## config.mk

```make
export PLATFORM = sky130hd
export DESIGN_NAME = vga_timing_gen
export DESIGN_NICKNAME = d
export VERILOG_FILES = /design/src/rtl/vga_timing_pkg.sv /design/src/rtl/vga_delay_line.sv /design/src/rtl/vga_timing_gen.sv
export SDC_FILE = /design/constraint.sdc
export NUM_CORES = 1
export LEC_CHECK = 0
export CAP_MARGIN = 15
export CORE_MARGIN = 2
export CORE_UTILIZATION = 50
export DETAILED_ROUTE_END_ITERATION = 8
export GPL_TIMING_DRIVEN = 0
export PLACE_DENSITY = 0.82
export SLEW_MARGIN = 20
export SYNTH_ARGS = -nofsm -noshare
export SYNTH_HDL_FRONTEND = slang
export SYNTH_SLANG_ARGS = --single-unit
```

## constraint.sdc

```tcl
create_clock -name clock -period 2.5 [get_ports clock]
set_input_delay 0.5 -clock clock [delete_from_list [all_inputs] [get_ports clock]]
set_output_delay 0.5 -clock clock [all_outputs]
set_load 0.01 [all_outputs]
```

## src/rtl/vga_timing_pkg.sv

```systemverilog
`default_nettype none
// ============================================================================
// Module      : vga_timing_pkg
// Description : Default 640x400 VGA timing constants, sync-polarity encodings
//               and a small helper that sums the four segments of a raster axis.
// Revision    : 1.0 - initial release
// ============================================================================
package vga_timing_pkg;

  // Sync polarity encodings: the level a sync output takes while asserted
  localparam bit SYNC_ACTIVE_LOW  = 1'b0;
  localparam bit SYNC_ACTIVE_HIGH = 1'b1;

  // 640x400 @ 70 Hz horizontal timing, in pixels
  localparam int DEF_H_ACTIVE = 640;
  localparam int DEF_H_FP     = 16;
  localparam int DEF_H_SYNC   = 96;
  localparam int DEF_H_BP     = 48;

  // 640x400 @ 70 Hz vertical timing, in lines
  localparam int DEF_V_ACTIVE = 400;
  localparam int DEF_V_FP     = 12;
  localparam int DEF_V_SYNC   = 2;
  localparam int DEF_V_BP     = 35;

  // Default sync polarities for this mode
  localparam bit DEF_HS_POL = SYNC_ACTIVE_LOW;
  localparam bit DEF_VS_POL = SYNC_ACTIVE_HIGH;

  // Total period of one raster axis (active + front porch + sync + back porch)
  function automatic int axis_total(input int active, input int fp,
                                    input int sync, input int bp);
    return active + fp + sync + bp;
  endfunction

endpackage
`default_nettype wire

```

## src/rtl/vga_delay_line.sv

```systemverilog
`default_nettype none
// ============================================================================
// Module      : vga_delay_line
// Description : Enable-gated shift register of DEPTH stages. Every stage loads
//               RESET_VAL on reset and shifts only when en is high.
// Revision    : 1.0 - initial release
// ============================================================================
module vga_delay_line #(
  parameter int               WIDTH     = 1,
  parameter int               DEPTH     = 1,
  parameter logic [WIDTH-1:0] RESET_VAL = '0
) (
  input  logic             clock,
  input  logic             reset,
  input  logic             en,
  input  logic [WIDTH-1:0] din,
  output logic [WIDTH-1:0] dout
);

  logic [WIDTH-1:0] r_stage [DEPTH];

  // Shift the chain one place per enabled cycle; reset flushes every stage
  always_ff @(posedge clock) begin
    if (reset) begin
      for (int i = 0; i < DEPTH; i++) begin
        r_stage[i] <= RESET_VAL;
      end
    end else if (en) begin
      r_stage[0] <= din;
      for (int i = 1; i < DEPTH; i++) begin
        r_stage[i] <= r_stage[i-1];
      end
    end
  end

  assign dout = r_stage[DEPTH-1];

endmodule
`default_nettype wire

```

## src/rtl/vga_timing_gen.sv

```systemverilog
`default_nettype none
// ============================================================================
// Module      : vga_timing_gen
// Description : VGA raster timing generator. Issues undelayed raster
//               coordinates and a pixel request, and returns hsync/vsync/de
//               and gated pixel data delayed by PIPE enabled cycles so they
//               line up with pixel data fetched from an external source.
//               Optional build macro VGA_TEST_PATTERN_EN adds input test_mode,
//               which replaces pix_in with a scrolling checkerboard.
// Revision    : 1.0 - initial release
// ============================================================================
module vga_timing_gen
  import vga_timing_pkg::*;
#(
  parameter int H_ACTIVE = DEF_H_ACTIVE,
  parameter int H_FP     = DEF_H_FP,
  parameter int H_SYNC   = DEF_H_SYNC,
  parameter int H_BP     = DEF_H_BP,
  parameter int V_ACTIVE = DEF_V_ACTIVE,
  parameter int V_FP     = DEF_V_FP,
  parameter int V_SYNC   = DEF_V_SYNC,
  parameter int V_BP     = DEF_V_BP,
  parameter bit HS_POL   = DEF_HS_POL,
  parameter bit VS_POL   = DEF_VS_POL,
  parameter int COLOR_W  = 3,
  // Legal range 1..8
  parameter int PIPE     = 2,
  localparam int H_TOTAL = axis_total(H_ACTIVE, H_FP, H_SYNC, H_BP),
  localparam int V_TOTAL = axis_total(V_ACTIVE, V_FP, V_SYNC, V_BP),
  localparam int X_W     = $clog2(H_TOTAL),
  localparam int Y_W     = $clog2(V_TOTAL)
) (
  input  logic               clock,
  input  logic               reset,
  input  logic               pix_en,
`ifdef VGA_TEST_PATTERN_EN
  input  logic               test_mode,
`endif
  output logic [X_W-1:0]     x,
  output logic [Y_W-1:0]     y,
  output logic               req,
  output logic               line_start,
  output logic               frame_start,
  input  logic [COLOR_W-1:0] pix_in,
  output logic               hsync,
  output logic               vsync,
  output logic               de,
  output logic [COLOR_W-1:0] pix_out,
  output logic [15:0]        frame_cnt
);

  localparam logic [X_W-1:0] X_LAST   = X_W'(H_TOTAL - 1);
  localparam logic [Y_W-1:0] Y_LAST   = Y_W'(V_TOTAL - 1);
  localparam int             HS_START = H_ACTIVE + H_FP;
  localparam int             HS_END   = HS_START + H_SYNC;
  localparam int             VS_START = V_ACTIVE + V_FP;
  localparam int             VS_END   = VS_START + V_SYNC;

  logic               w_hs_raw;
  logic               w_vs_raw;
  logic [COLOR_W-1:0] w_pix_sel;
  logic [COLOR_W-1:0] r_pix;

  // Raster counters and completed-frame counter; x and y wrap together at end of frame
  always_ff @(posedge clock) begin
    if (reset) begin
      x         <= '0;
      y         <= '0;
      frame_cnt <= '0;
    end else if (pix_en) begin
      if (x == X_LAST) begin
        x <= '0;
        if (y == Y_LAST) begin
          y         <= '0;
          frame_cnt <= frame_cnt + 16'd1;
        end else begin
          y <= y + Y_W'(1);
        end
      end else begin
        x <= x + X_W'(1);
      end
    end
  end

  // Undelayed request and start pulses; pulses only exist on enabled cycles
  assign req         = (int'(x) < H_ACTIVE) && (int'(y) < V_ACTIVE);
  assign line_start  = pix_en && !reset && (x == '0);
  assign frame_start = line_start && (y == '0);

  // Raw sync levels decoded from the undelayed coordinates
  assign w_hs_raw = ((int'(x) >= HS_START) && (int'(x) < HS_END)) ? HS_POL : ~HS_POL;
  assign w_vs_raw = ((int'(y) >= VS_START) && (int'(y) < VS_END)) ? VS_POL : ~VS_POL;

  vga_delay_line #(
    .WIDTH     (3),
    .DEPTH     (PIPE),
    .RESET_VAL ({~HS_POL, ~VS_POL, 1'b0})
  ) u_timing_dly (
    .clock (clock),
    .reset (reset),
    .en    (pix_en),
    .din   ({w_hs_raw, w_vs_raw, req}),
    .dout  ({hsync, vsync, de})
  );

`ifdef VGA_TEST_PATTERN_EN
  // Checkerboard of 16x16 cells that scrolls with the frame count
  logic [4:0] w_xs;
  logic [4:0] w_ys;
  logic       w_pat_raw;
  logic [1:0] w_pat_tap;

  assign w_xs      = 5'(x) + frame_cnt[4:0];
  assign w_ys      = 5'(y) + frame_cnt[6:2];
  assign w_pat_raw = w_xs[4] ^ w_ys[4];

  // Align {test_mode, pattern} with the point where pix_in is captured
  if (PIPE == 1) begin : g_pat_direct
    assign w_pat_tap = {test_mode, w_pat_raw};
  end else begin : g_pat_delay
    logic [1:0] r_pat [PIPE-1];

    // Pattern delay; one stage shorter than the timing chain
    always_ff @(posedge clock) begin
      if (reset) begin
        for (int i = 0; i < PIPE-1; i++) begin
          r_pat[i] <= 2'b00;
        end
      end else if (pix_en) begin
        r_pat[0] <= {test_mode, w_pat_raw};
        for (int i = 1; i < PIPE-1; i++) begin
          r_pat[i] <= r_pat[i-1];
        end
      end
    end

    assign w_pat_tap = r_pat[PIPE-2];
  end

  assign w_pix_sel = w_pat_tap[1] ? {COLOR_W{w_pat_tap[0]}} : pix_in;
`else
  assign w_pix_sel = pix_in;
`endif

  // Pixel capture: loads on the same enabled edge that moves a request into de,
  // so pix_in is taken on the PIPE-th enabled edge after its coordinate issued
  always_ff @(posedge clock) begin
    if (reset) begin
      r_pix <= '0;
    end else if (pix_en) begin
      r_pix <= w_pix_sel;
    end
  end

  assign pix_out = de ? r_pix : '0;

endmodule
`default_nettype wire

```

# Word level (Yosys, flattened, before mapping)

Memories as Yosys holds them, arrays and structs flattened.
Index checks and enable logic that the tools add are counted.

Register bits after elaboration: 38
Latch bits: 0
Memory bits (writable): 6
ROM bits: 0
Bits of input ports: 6
Memories kept: 1

Add/subtract/negate cells: 3
Multiply operators: 0
Div/mod/pow operators: 0
$lt $le $gt $ge: 6
Equal/unequal tests: 2
Shift operators: 0
Muxes and demuxes: 12
Bitwise operators: 2
Reduce and logical (&&, ||, !) cells: 11

Memories:

| memory               | depth | width | rd ports | clocked after memory_dff | wr ports | line                 | RTL |
|---|---|---|---|---|---|---|---|
| u_timing_dly.r_stage | 2     | 3     | 2        | 0                        | 2        | vga_delay_line.sv:20 | `logic [WIDTH-1:0] r_stage [DEPTH];` |

Operators by type and width:

| cell                  | number |
|---|---|
| $lt 10x10->1 const B  | 2 |
| $lt 9x9->1 const B    | 2 |
| $add 16x1->16 const B | 1 |
| $add 10x1->10 const B | 1 |
| $eq 10x10->1 const B  | 1 |
| $ge 10x10->1 const B  | 1 |
| $logic_not 10->1      | 1 |
| $mux 10               | 1 |
| $add 9x1->9 const B   | 1 |
| $eq 9x9->1 const B    | 1 |
| $ge 9x9->1 const B    | 1 |
| $logic_not 9->1       | 1 |
| $mux 3                | 3 |
| $mux 9                | 1 |
| $mux 1                | 7 |
| $logic_and 1x1->1     | 6 |
| $reduce_and 3->1      | 1 |
| $or 1x1->1            | 2 |
| $reduce_and 2->1      | 1 |
| $logic_not 1->1       | 1 |

# Depth between registers and ports, before layout

Depth after elaboration: 4
Gate-level depth with buffers: 7

# Hierarchy

Synthesis repeated with hierarchy kept, for this count alone.

Cells, all modules: 258
Area, all modules: 2285.9 um2

By module, submodules not included:

| module         | times used | cells an instance | area an instance (um2) | seq. area each (um2) |
|---|---|---|---|---|
| vga_timing_gen | 1          | 242               | 2019.4                 | 760.7 |
| vga_delay_line | 1          | 16                | 266.5                  | 180.2 |

# Worst setup path after synthesis

OpenSTA, ideal clock, no wires.

Path type: flip-flop to output port
Start: register x[4]
End: output port frame_start
Arrival time: 1539 ps
Path slack: 461 ps
Cell stages (with the launch flop): 6
Buffers on the path: 1
Cells stage by stage: dfxtp_1 -> buf_2 -> nor4_1 -> nand2_1 -> nor4bb_1 -> and3_1

Longest elaborated chain between the ends: 3

RTL lines:

| item                   | line                 | RTL |
|---|---|---|
| from (decl)            | vga_timing_gen.sv:39 | `output logic [X_W-1:0] x,` |
| from (signal assigned) | vga_timing_gen.sv:80 | `x <= x + X_W'(1);` |
| $logic_not 10->1       | vga_timing_gen.sv:87 | `assign line_start = pix_en && !reset && (x == '0);` |
| $logic_and 1x1->1      | vga_timing_gen.sv:87 |  |
| named net line_start   | vga_timing_gen.sv:42 | `output logic line_start,` |
| $logic_and 1x1->1      | vga_timing_gen.sv:88 | `assign frame_start = line_start && (y == '0);` |
| to (decl)              | vga_timing_gen.sv:43 | `output logic frame_start,` |

The timed path passes the listed nets, and every way through them passes these cells.

# Worst setup path in the final report

Start: register x[4]
End: output port frame_start

Longest elaborated chain between the ends: 3

RTL lines:

| item              | line |
|---|---|
| $logic_not 10->1  | vga_timing_gen.sv:87 |
| $logic_and 1x1->1 | vga_timing_gen.sv:87 |
| $logic_and 1x1->1 | vga_timing_gen.sv:88 |

Every way passes these cells.

==> run_results.csv <==
group,metric,value,unit
floorplanning,die_x,71.2,um
finish,diodes,0,
floorplanning,die_y,71.2,um
pwr,ir_drop,262,uV
global_route,grt_max_degree,14,
setup_path,critPathKind,"reg -> out",
drt,ant_nets,0,
synthesis,yosys_warnings,0,
timing,maxSlewViolCount,0,
clock_network,cts_hold_buf,0,
setup_path,critPathSlowestCell,"dfxtp_1",
pwr,powerDensity,425,nW/um^2
synthesis,ys_seq_elements,44,
global_route,grt-ovfl-total,0,
clock_network,tritoncts,"yes",
synthesis,ys_async_sr_fraction,0,
clock_network,htreeDepth,2,
synthesis,ys.flop_type,"dfxtp_1",
setup_path,cp.arrival,1.86,ns
clock_network,clockBufferDepth,2,
synthesis,ys_seq_area_frac,0.416,
timing,worst_pin_slew,0.507,ns
finish,design.final.nets,325,
finish,seqCellArea,941,um^2
floorplanning,start_util,0.519,
placement,numPlacedInstances,358,
timing,fin_skew,0.00554,ns
global_route,antenna_found_initial,0,
placement,dp_hpwl,3830,um
timing,setup-tns-final,0,ns
setup_path,end_kind,"output port",
drt,via_per_inst,5.57,
setup_path,worstPathRequired,2.00,ns
floorplanning,ios,50,
run,drv_cap,0,
clock_network,cts_made_buffers,5,
setup_path,r2r_cells,7,
timing,relSlewSlack,0.661,
setup_path,path_delay_family,"simple AND/OR/NAND/NOR gates",
synthesis,avgSynthCellArea,8.79,um^2
setup_path,slowest_delay,0.31,ns
synthesis,ys_types,38,
timing,period_share,0.943,
drt,first_iter_violations,188,
timing,max_freq,424,MHz
drt,wl_per_cell,14.3,um
floorplanning,core-area,4350,um^2
clock_network,cts.sinks,44,
global_route,grt_usage,0.212,
finish,final_cells,367,
status,status,"completed",
finish,final_common_cell,"clkdlybuf4s50_1",
timing,setup_viol,0,
min_path,holdPathStages,2,
finish,n_fill_cell,390,
finish,final_cell_mix,"45 x clkdlybuf4s50_1, 38 x dfxtp_1, 29 x nor2_1, 15 x nand2_1, 12 x nand4_1",
clock_network,cts-root-buf,"clkbuf_8",
setup_path,cp.depth,6,
min_path,min_path_type,"reg -> reg",
placement,place_congestion,0.867,
pwr,p_leak,0.00104,uW
finish,syn_to_final_growth,29.7,%
finish,multiInputGateArea,1270,um^2
drt,first_pass_iters,5,
synthesis,postSynthCellCount,257,
timing,rsz0062_at_grt,"false",
setup_path,reg2reg_setup_slack,0.17,ns
drt,wl,5260,um
synthesis,synth_edf_count,6,
drt,vias,2043,
setup_path,critPathBufInv,2,
synthesis,synth_fp_nets,268,
setup_path,worstPathCellList,"buf_2, nor4_2, nand2_1, nor4bb_4, and3_1, dlygate4sd2_1",
floorplanning,die-area,5070,um^2
timing,hold_viol_final,0,
setup_path,path_max_fanout,8,
clock_network,clk_pin_slew_worst_paths,0.08,ns
placement,io_buffers,49,
drt,drc_errors,0,
clock_network,clk_latency,0.30,ns
global_route,first_global_vias,1887,
global_route,grt_pass1_wl,8600,um
synthesis,syn_area,2260,um^2
finish,drive_gt1_frac,0.0984,
setup_path,startpoint_type,"register",
floorplanning,rows,24,
timing,fin_crit,2.36,ns
-- cells in the mapped netlist, types with 3 or more instances --
library cell / n / area [um^2]
nand2_1: 15 / 56.3
o31ai_1: 4 / 30.0
nor2_1: 30 / 113
edfxtp_1: 6 / 180
nor4_1: 7 / 43.8
or3_1: 5 / 31.3
o21ai_0: 8 / 40.0
xor2_1: 6 / 52.6
dfxtp_1: 38 / 761
nor3_1: 11 / 55.1
and3_1: 7 / 43.8
nand2b_1: 5 / 31.3
mux2_2: 11 / 124
nand4_1: 12 / 75.1
ha_1: 5 / 62.6
nor2b_1: 10 / 62.6
xnor2_1: 5 / 43.8
clkbuf_1: 8 / 30.0
o22ai_1: 3 / 18.8
and2_1: 7 / 43.8
or4_1: 6 / 45.0
nand3_1: 10 / 50.1
mux2i_1: 4 / 40.0
inv_1: 10 / 37.5
a21oi_1: 9 / 45.0
-- power breakdown --
part           internal [uW]  leakage, uW  switching [uW]
clock                    190    0.0000453             241
combinational           39.1     0.000631            43.6
sequential               726     0.000369            6.43
-- metrics by stage --
stage	setup slack, ns	hold WS (ns)	instance area [um^2]	utilization	total power [uW]
after floorplan	0.461	0.452	2260	-	790
after global placement	-0.481	0.463	2820	0.647	825
after detailed placement	-0.510	0.495	2820	0.647	829
after CTS	0.119	0.517	2930	0.673	1260
after global routing	0.0363	0.540	2930	0.673	1300
final	0.143	0.507	2930	0.673	1250
-- layout make-up --
| type | instances | area share |
|---|---|---|
| multi-input cells | 192 | 0.433 |
| plain buffers | 11 | 0.0149 |
| clock buffers | 5 | 0.0235 |
| well taps | 52 | 0.0222 |
| flip-flops and latches | 44 | 0.321 |
| repair buffers | 50 | 0.168 |
| clock inverters | 3 | 0.00469 |
| inverters | 10 | 0.0128 |
-- worst paths after layout --
check	startpoint	endpoint
setup reg to reg	x[1]$_SDFFE_PP0P_	y[7]$_SDFFE_PP0P_
setup / recovery	x[4]$_SDFFE_PP0P_	frame_start
hold reg to reg	r_pix[1]$_SDFFE_PP0P_	r_pix[1]$_SDFFE_PP0P_
hold / removal	r_pix[1]$_SDFFE_PP0P_	r_pix[1]$_SDFFE_PP0P_
-- worst register-to-register path, cell delays in order (launching register included) --
cell and delay, ns:
dfxtp_1 0.41, ha_1 0.24, and3_1 0.17, clkbuf_1 0.33, nand3_2 0.21, buf_2 0.24, o21bai_1 0.45, o22ai_1 0.16
-- registers in the layout (all words and copies together), names as in the netlist --
register              cells
frame_cnt                16
r_pix                     3
u_timing_dly.r_stage      6
x                        10
y                         9
-- routing by layer --
metal  track usage  wire (um)
met5             0          0
met4        0.0587         40
met1         0.273       2400
met2         0.362       2590
met3        0.0422        225
-- logic make-up after synthesis --
logic type      share of synthesized area
simple gates                        0.339
flops                               0.416
compound gates                     0.0659
buf+inv                            0.0360
mux                                0.0725
xor+xnor                           0.0426
fa+ha+maj                          0.0277
-- what timing repair did --
item / in CTS / in global routing
resized for setup: 9 / 0
buffers inserted: 1 / 0
setup endpoints to repair: 2 / 0
(Power assumes the default switching activity.)
